**src/rtl/pipe_pkg.sv**
```systemverilog
// Shared pipeline definitions: hazard controller states, register-zero index
// and the interrupt entry vector selected when IRQ_Take pulses.
package pipe_pkg;

  typedef enum logic [2:0] {
    RUN        = 3'd0,
    LOAD_STALL = 3'd1,
    MEM_WAIT   = 3'd2,
    IRQ_DRAIN  = 3'd3,
    IRQ_ENTER  = 3'd4
  } hz_state_t;

  localparam logic [4:0]  REG_ZERO   = 5'd0;
  localparam logic [31:0] IRQ_VECTOR = 32'h8000_0180;
  localparam int          DRAIN_W    = 3;

endpackage

```
**src/rtl/hazard_detect.sv**
```systemverilog
// Load-use comparator: a load in EX whose destination is read by the ID
// instruction. Shared with the forwarding unit.
module hazard_detect
  import pipe_pkg::*;
(
  input  logic       mem_read,
  input  logic [4:0] ex_rt,
  input  logic [4:0] id_rs,
  input  logic [4:0] id_rt,
  input  logic       uses_rt,
  output logic       load_use
);

  // $zero never carries a dependency, even when a load targets it
  assign load_use = mem_read && (ex_rt != REG_ZERO) &&
                    ((ex_rt == id_rs) || (uses_rt && (ex_rt == id_rt)));

endmodule

```
**src/rtl/hazard_ctrl.sv**
```systemverilog
// Pipeline sequencing controller: one hold/flush/bubble action per cycle.
// Optional HAZARD_PERF_EN adds stall_count / flush_count performance counters.
module hazard_ctrl
  import pipe_pkg::*;
#(
  parameter int DRAIN_CYCLES = 2
) (
  input  logic       clk,
  input  logic       reset,
  input  logic       ID_EX_MemRead,
  input  logic [4:0] ID_EX_Rt,
  input  logic [4:0] IF_ID_Rs,
  input  logic [4:0] IF_ID_Rt,
  input  logic       IF_ID_UsesRt,
  input  logic       ID_Jump,
  input  logic       EX_BranchTaken,
  input  logic       MemBusy,
  input  logic       IRQ,
  input  logic       KernelMode,
  output logic       PC_Write,
  output logic       IF_ID_Write,
  output logic       IF_ID_Flush,
  output logic       ID_EX_Bubble,
  output logic       EX_MEM_Hold,
  output logic       IRQ_Take
`ifdef HAZARD_PERF_EN
  ,
  output logic [31:0] stall_count,
  output logic [31:0] flush_count
`endif
);

  localparam logic [DRAIN_W-1:0] DRAIN_INIT = DRAIN_W'(DRAIN_CYCLES - 1);

  hz_state_t          state_q, state_d;
  logic [DRAIN_W-1:0] drain_q, drain_d;
  logic               load_use;

  hazard_detect u_detect (
    .mem_read (ID_EX_MemRead),
    .ex_rt    (ID_EX_Rt),
    .id_rs    (IF_ID_Rs),
    .id_rt    (IF_ID_Rt),
    .uses_rt  (IF_ID_UsesRt),
    .load_use (load_use)
  );

  always_comb begin
    state_d      = state_q;
    drain_d      = drain_q;
    PC_Write     = 1'b1;
    IF_ID_Write  = 1'b1;
    IF_ID_Flush  = 1'b0;
    ID_EX_Bubble = 1'b0;
    EX_MEM_Hold  = 1'b0;
    IRQ_Take     = 1'b0;
    // Reset forces the free-running outputs regardless of the stale state
    if (reset) begin
      state_d = RUN;
      drain_d = '0;
    end else begin
      case (state_q)
        RUN: begin
          if (MemBusy) begin
            PC_Write    = 1'b0;
            IF_ID_Write = 1'b0;
            EX_MEM_Hold = 1'b1;
            state_d     = MEM_WAIT;
          end else if (EX_BranchTaken) begin
            IF_ID_Flush  = 1'b1;
            ID_EX_Bubble = 1'b1;
          end else if (IRQ && !KernelMode) begin
            PC_Write     = 1'b0;
            IF_ID_Write  = 1'b0;
            ID_EX_Bubble = 1'b1;
            drain_d      = DRAIN_INIT;
            state_d      = IRQ_DRAIN;
          end else if (load_use) begin
            PC_Write     = 1'b0;
            IF_ID_Write  = 1'b0;
            ID_EX_Bubble = 1'b1;
            state_d      = LOAD_STALL;
          end else if (ID_Jump) begin
            IF_ID_Flush = 1'b1;
          end
        end
        LOAD_STALL: begin
          if (MemBusy) begin
            PC_Write    = 1'b0;
            IF_ID_Write = 1'b0;
            EX_MEM_Hold = 1'b1;
            state_d     = MEM_WAIT;
          end else begin
            state_d = RUN;
          end
        end
        MEM_WAIT: begin
          // Hold through the cycle MemBusy drops; RUN resumes on the next one
          PC_Write    = 1'b0;
          IF_ID_Write = 1'b0;
          EX_MEM_Hold = 1'b1;
          if (!MemBusy) state_d = RUN;
        end
        IRQ_DRAIN: begin
          PC_Write     = 1'b0;
          IF_ID_Write  = 1'b0;
          ID_EX_Bubble = 1'b1;
          if (MemBusy) begin
            EX_MEM_Hold = 1'b1;
          end else if (drain_q == '0) begin
            state_d = IRQ_ENTER;
          end else begin
            drain_d = drain_q - 1'b1;
          end
        end
        IRQ_ENTER: begin
          IRQ_Take     = 1'b1;
          IF_ID_Flush  = 1'b1;
          ID_EX_Bubble = 1'b1;
          state_d      = RUN;
        end
        default: state_d = RUN;
      endcase
    end
  end

  always_ff @(posedge clk) begin
    if (reset) begin
      state_q <= RUN;
      drain_q <= '0;
    end else begin
      state_q <= state_d;
      drain_q <= drain_d;
    end
  end

`ifdef HAZARD_PERF_EN
  logic [31:0] stall_q, stall_d;
  logic [31:0] flush_q, flush_d;

  always_comb begin
    stall_d = stall_q + {31'd0, ~PC_Write};
    flush_d = flush_q + {31'd0, IF_ID_Flush};
  end

  always_ff @(posedge clk) begin
    if (reset) begin
      stall_q <= '0;
      flush_q <= '0;
    end else begin
      stall_q <= stall_d;
      flush_q <= flush_d;
    end
  end

  assign stall_count = stall_q;
  assign flush_count = flush_q;
`endif

endmodule

```
**config.mk**
```make
export PLATFORM = sky130hd
export DESIGN_NAME = hazard_ctrl
export DESIGN_NICKNAME = d
export VERILOG_FILES = /design/src/rtl/pipe_pkg.sv /design/src/rtl/hazard_detect.sv /design/src/rtl/hazard_ctrl.sv
export SDC_FILE = /design/constraint.sdc
export NUM_CORES = 1
export LEC_CHECK = 0
export CORE_MARGIN = 2
export CORE_UTILIZATION = 35
export CTS_CLUSTER_DIAMETER = 30
export DETAILED_ROUTE_END_ITERATION = 7
export MAX_ROUTING_LAYER = met4
export PLACE_DENSITY = 0.74
export SETUP_SLACK_MARGIN = 0.05
export SLEW_MARGIN = 5
export SYNTH_ARGS = -nofsm -noshare
export SYNTH_HDL_FRONTEND = slang
export SYNTH_HIERARCHICAL = 1
export SYNTH_SLANG_ARGS = --single-unit
```
**constraint.sdc**
```tcl
create_clock -name clk -period 2 [get_ports clk]
set_clock_uncertainty 0.1 [all_clocks]
set_input_delay 0.4 -clock clk [delete_from_list [all_inputs] [get_ports clk]]
set_output_delay 0.4 -clock clk [all_outputs]
set_load 0.01 [all_outputs]
```
### After elaboration in Yosys (flattened, before gate mapping)

Index checks and enable logic that the tools add are counted.

| cells by class | value |
|---|---|
| $add $sub $neg | 1 |
| equal/unequal tests | 15 |
| mux-type cells | 40 |
| reductions and logical operators | 15 |

Operator list:

| cell | number |
|---|---|
| 3-bit two-way mux | 12 |
| 1-bit two-way mux | 21 |
| 2-bit inequality test, second input constant | 7 |
| 3-bit case mux with 4 select lines | 1 |
| 5-bit equality test | 2 |
| 3-bit by 2-bit equality test with 1-bit output, second input constant | 2 |
| 3-bit zero test | 2 |
| 1-bit case mux with 2 select lines | 3 |
| 3-bit case mux with 2 select lines | 1 |
| 6-bit AND reduction | 1 |
| 5-bit AND reduction | 1 |
| 5-bit nonzero test | 1 |
| 1-bit logical AND | 4 |
| 4-bit inequality test, second input constant | 1 |
| 2-bit OR reduction | 2 |
| 3-bit by 1-bit equality test with 1-bit output, second input constant | 1 |
| 3-bit equality test, second input constant | 1 |
| 3-bit inequality test, second input constant | 1 |
| 1-bit case mux with 3 select lines | 1 |
| 3-bit OR reduction | 1 |
| 3-bit by 1-bit subtractor with 3-bit output, second input constant | 1 |
| 2-bit two-way mux | 1 |
| 2-bit nonzero test | 1 |
| 1-bit zero test | 1 |
| 1-bit logical OR | 1 |

| word-level totals | value |
|---|---|
| flip-flop bits (word level) | 6 |
| bits of input ports | 24 |
| output and inout bits | 6 |
| word-level logic and storage cells | 73 |

### Longest topological paths before layout

| logic depth | value |
|---|---|
| depth after elaboration | 10 |
| mapped depth | 8 |
| gate-level depth less buffers | 7 |

### By module

Netlist, hierarchy kept.

By module, submodules not included:

| module | times used | cells each | area an instance (sq um) | seq. area each (sq um) |
|---|---|---|---|---|
| hazard_ctrl | 1 | 58 | 462.9 | 120.1 |
| hazard_detect | 1 | 17 | 132.6 | 0.0 |

### Worst setup path before layout

No wires, ideal clock.

| timing | value |
|---|---|
| kind | input-to-output |
| from | in ID_EX_Rt[1] |
| to | out PC_Write |
| arrival time | 1923 ps |
| data required time | 1500 ps |
| setup slack | -423 ps |
| stages on the path | 7 |
| path buffers | 1 |
| cells stage by stage | or4_1 o21ai_1 a21oi_1 nor2_1 nor3_1 o31ai_1 buf_4 |

| on the way | value |
|---|---|
| cells in the longest elaborated chain, start to end | 10 |
| elaborated cells between the ends (all ways) | 13 |
| classes of those cells | 2 x eq/ne; 6 x mux; 5 x reduce/logical |

RTL lines:

| item | line | RTL |
|---|---|---|
| start: declaration | hazard_ctrl.sv:11 | `input logic [4:0] ID_EX_Rt,` |
| 5-bit equality test | hazard_detect.sv:16 | `((ex_rt == id_rs) \|\| (uses_rt && (ex_rt == id_rt)));` |
| 1-bit logical AND | hazard_detect.sv:16 |  |
| 1-bit logical OR | hazard_detect.sv:16 |  |
| 1-bit logical AND (*) | hazard_detect.sv:15 | `assign load_use = mem_read && (ex_rt != REG_ZERO) &&` |
| named net load_use | hazard_ctrl.sv:37 | `logic load_use;` |
| 1-bit two-way mux (*) (4 in series) | - |  |
| 1-bit case mux with 3 select lines (*) | - |  |
| 1-bit two-way mux (*) | - |  |
| end: declaration | hazard_ctrl.sv:20 | `output logic PC_Write,` |

The timed path passes the listed nets; every way through them passes the cells marked *.

### Final worst setup path

| timing | value |
|---|---|
| from | in ID_EX_Rt[4] |
| to | out IF_ID_Write |

| on the way | value |
|---|---|
| cells in the longest elaborated chain, start to end | 10 |
| elaborated cells between the ends (all ways) | 13 |
| classes of those cells | 2 x eq/ne; 6 x mux; 5 x reduce/logical |

RTL lines:

| item | line | RTL |
|---|---|---|
| 5-bit equality test | hazard_detect.sv:16 |  |
| 1-bit logical AND | hazard_detect.sv:16 |  |
| 1-bit logical OR | hazard_detect.sv:16 |  |
| 1-bit logical AND (*) | hazard_detect.sv:15 |  |
| named net load_use | hazard_ctrl.sv:37 |  |
| 1-bit two-way mux (*) | hazard_ctrl.sv:78 | `end else if (load_use) begin` |
| 1-bit two-way mux (*) | hazard_ctrl.sv:72 | `end else if (IRQ && !KernelMode) begin` |
| 1-bit two-way mux (*) | hazard_ctrl.sv:69 | `end else if (EX_BranchTaken) begin` |
| 1-bit two-way mux (*) | hazard_ctrl.sv:64 | `if (MemBusy) begin` |
| 1-bit case mux with 3 select lines (*) | hazard_ctrl.sv:62 | `case (state_q)` |
| 1-bit two-way mux (*) | hazard_ctrl.sv:58 | `if (reset) begin` |
| end: declaration | hazard_ctrl.sv:21 | `output logic IF_ID_Write,` |

Marked as above.

==> results <==
- The flow ran to the end, but the final reports show violations.
- The checks that failed: negative setup slack.
- Clock latency on the worst-skew pair, taken at its later pin, is 0.25 ns.
- Combinational logic is responsible for 41.7% of the overall power.
- The top-level port count is 30.
- The met1 global-route usage is 27.4%.
- The slack of the critical path is -0.468 ns.
- Counting flops with a built-in enable in the synthesized netlist gives 0.
- The number of setup violations in the final report is 5.
- The number of sinks driven by the clock tree is 6.
- Derived from the worst setup path, the maximum achievable clock frequency is 0.405 GHz.
- In this run, the clock network consumes 27.8% of the power.
- The transition at the pin with the smallest max-transition slack is 0.356 ns.
- Summing all placed instances gives a cell area of 1010 um^2.
- The most used flip-flop cell after synthesis is dfxtp_1.
- Counting instances, the worst hold path has a depth of 1.
- The total overflow left after global routing is 0.
- The compound-gate portion of the synthesized area is 16.4%.
- Setup repair after global routing could not meet its margin everywhere.
- The startpoint of the tightest hold check path is drain_q[0]$_SDFFE_PP0P_.
- The power per cell area is 379 nW/um^2.
- For this run, the detailed router's first-pass iteration total came to 4.
- The maximum clock insertion buffer count is 2.
- STA puts the critical path data required time at 1.50 ns.
- The synthesized netlist devotes 4.20% of its cell area to adder and majority cells.
- The switching share of power is 30.3%.
- The clock tree from TritonCTS is yes.
- The register-to-register path setup slack is 0.12 ns.
- In this run the most used layer during global routing was met2.
- The tightest min-delay check is of the reg2reg type.
- The area added between synthesis and finish is 84.9%.
- The net switching power of the design is 127 uW.
- Internal power comes to 291 uW.
- The sequential share of the synthesized area is 20.2%.
- The initial utilization of the core area, before any placement, comes to 38.2%.
- The layout net count is 150.
- The initial detailed-routing violation count is 13.
- The startpoint identified for the worst register-to-register timing path is drain_q[0]$_SDFFE_PP0P_.
- For met3 alone, demand over resource in global routing was 5.20%.
- Summed over all cells, the static leakage comes to 0.467 nW.
- Adding up every negative setup slack in the final design gives -1.96 ns.
- In this run the mean area of a mapped cell was 7.94 um^2.
- Across the run, the number of max-cap violations was 0.
- The cell chosen for the clock root is clkbuf_4.
- After routing the design area is 1100 um^2.
- The part of the cycle the worst path needs is 123%.
- Counting tap cells, the placed design contains a total of 132 instances.
- By area, the combinational part of the netlist is dominated by simple AND/OR/NAND/NOR gates.
- The critical path is of the in2out type.
- After floorplanning, the core was sized to cover 1560 um^2.
- Detailed routing inserted a total of 733 vias.
- The repair_antennas step left the layout with diodes totalling 0.
- The minimum clock period is 2.47 ns.
- The worst hold path endpoint is drain_q[0]$_SDFFE_PP0P_.
- Final hold analysis gives a worst-case slack of 0.394 ns.
- Of all nets on the critical path, the largest fanout is 3.
- After synthesis, the share of flip-flops with an asynchronous set or reset is 0%.
- The peak ir drop on the vdd network is 0.245 mV.
- Global routing used 38.9% of the available met2 tracks.
- Clock-pin slew was measured on the worst setup and hold paths at 0.05 ns.
- The die is 45.3 um tall.
- The die covers 2050 um^2.
- Excluding fillers, the count of instances in the completed layout stands at 138.
- For this run, the share of the core covered by cells in the final layout is 70.6%.
- In the routed layout, each cell is associated on average with a via count of 5.31.
- The hold violation count in the final report is 0.
- The average detailed-routed wire length per instance is 14.4 um.
- The max-slew violation count is 0.
- The number of placement rows is 14.
- The simple-gate share of the synthesized area is 32.6%.
- Of the cells placed in the final design, the portion with a size suffix greater than 1 is 49.2%.
- The number of distinct library cells after synthesis is 28.
- The synthesized netlist net count is 101.
- The final RePlAce weighted congestion is 0.836.
- STA classifies the critical path endpoint as an output port.
- In this run the horizontal extent of the chip is 45.3 um.
- In this run the tightest slew margin relative to its limit is 76.2%.
- The number of port buffers is 29.
- The final wirelength is 1.99 mm.
- After detailed routing, the number of remaining DRC violations is 0.
- Detailed placement ended at an HPWL of 1.48 mm.
- In this run, flip-flops and latches consume 30.5% of the power.
- The pin count of the biggest net entering global routing is 12.
- After synthesis, the share of cell area in mux cells is 5.04%.
- Data arrives at the worst endpoint at 1.97 ns.
- CTS built an H-tree with a depth of 1.
- The number of storage elements in the synthesis netlist is 6.
- The initial antenna violation count was 0.
- The cell area that synthesis handed to floorplanning was 596 um^2.
- The first global-routing pass estimated 3.32 mm of wire.
- In the synthesized netlist, the number of instances is 75.
- The element type at the critical path start is an input pin.
- The worst reg-to-reg path cell count is 7.
- Across every metal layer, demand over resource in global routing totals 23.4%.
- The Yosys warning count is 6.
- The detail route stage leaves a number of antenna-violating nets equal to 0.
- The worst register-to-register path ends at drain_q[1]$_SDFFE_PP0P_.
- Clock tree synthesis inserted a total of 3 buffers.
- Of the total synthesized cell area, the portion taken by XOR and XNOR cells is 14.7%.
- The via count of the first global-routing pass is 719.
[what timing repair did]
item	4_1_cts	5_1_grt
buffers inserted	1	2
gates resized for setup	64	16
cloned	0	0
pin swaps	19	11
hold buffers	0	0
endpoints found under the setup margin	10	10
[cells by family after synthesis]
group / after synthesis
xor gates and xnor gates: 10
AOI/OAI and AO/OA: 16
DFF: 6
muxes: 2
and+or+nand+nor: 30
buffers and inverters: 9
adders and majority gates: 2
[metal layers]
layer / share of wire (%) / routed length [um]
met1: 43 / 860
met2: 52 / 1030
met3: 3.5 / 69
met4: 1.3 / 25
met5: 0 / 0
[worst max-delay path by stage]
stage / start / to / slack [ns] / cells past startpoint
detailed placement: ID_EX_Rt[1] / PC_Write / -1.11 / 8
finish: ID_EX_Rt[4] / IF_ID_Write / -0.47 / 10
global placement: ID_EX_Rt[4] / IF_ID_Flush / -1.06 / 10
floorplan: ID_EX_Rt[1] / PC_Write / -0.31 / 7
global route: ID_EX_Rt[4] / IF_ID_Flush / -0.51 / 10
CTS: ID_EX_Rt[2] / PC_Write / -0.38 / 8
[sequential cells by signal (all words and copies together), names as in the netlist]
| name | cells |
|---|---|
| state_q | 3 |
| drain_q | 3 |
[critical path, stage by stage]
cell     delay [ns]
buf_6          0.10
buf_6          0.11
xor2_2         0.16
nor4_2         0.34
nand3_1        0.17
a21oi_2        0.24
nor2_4         0.08
nor3_2         0.15
o31ai_2        0.08
buf_2          0.14
[power by group through the flow]
stage / registers, mW / logic, mW / clock network (mW)
6_report: 0.127 / 0.174 / 0.116
4_1_cts: 0.126 / 0.161 / 0.117
2_1_floorplan: 0.129 / 0.0679 / 0
5_1_grt: 0.127 / 0.186 / 0.124
3_5_place_dp: 0.128 / 0.168 / 0
3_3_place_gp: 0.128 / 0.164 / 0
[through the flow]
step | power [mW] | worst slack, ns
after global placement | 0.292 | -1.06
after CTS | 0.404 | -0.378
after detailed placement | 0.296 | -1.11
after floorplan | 0.197 | -0.309
final | 0.417 | -0.468
after global routing | 0.438 | -0.515
[area by class of cell]
class	instances	area, um^2
Timing Repair Buffer	48	402
Fill cell	119	458
Clock buffer	3	22.5
Sequential cell	6	121
Inverter	5	18.8
Multi-Input combinational cell	60	517
Tap cell	16	20.0
[placed cells by master (no fill, tap or decap), types with 4 or more instances in the layout]
cell / instances
inv_1: 5
nor3_1: 5
buf_6: 4
dfxtp_1: 5
buf_2: 8
buf_4: 17
nor2_1: 4
dlygate4sd2_1: 4
clkdlybuf4s50_1: 8
a21oi_2: 4
xor2_1: 5
[cells in the mapped netlist, types with 2 or more instances]
cell	number	share of area, %
clkbuf_1	2	1.3
nor4_2	2	4.2
nand2_1	2	1.3
mux2_4	2	5.0
dfxtp_1	6	20
a31oi_1	2	2.1
nor2_1	6	3.8
xnor2_1	3	4.4
ha_1	2	4.2
nand3_1	3	2.5
buf_4	2	2.5
inv_1	5	3.2
o21ai_1	2	1.7
a21oi_1	6	5.0
nor2b_1	3	3.2
nor4b_1	2	2.9
xor2_1	7	10
o21a_1	2	2.5
nor3_1	7	5.9
Power figures use the tool's default switching activity.
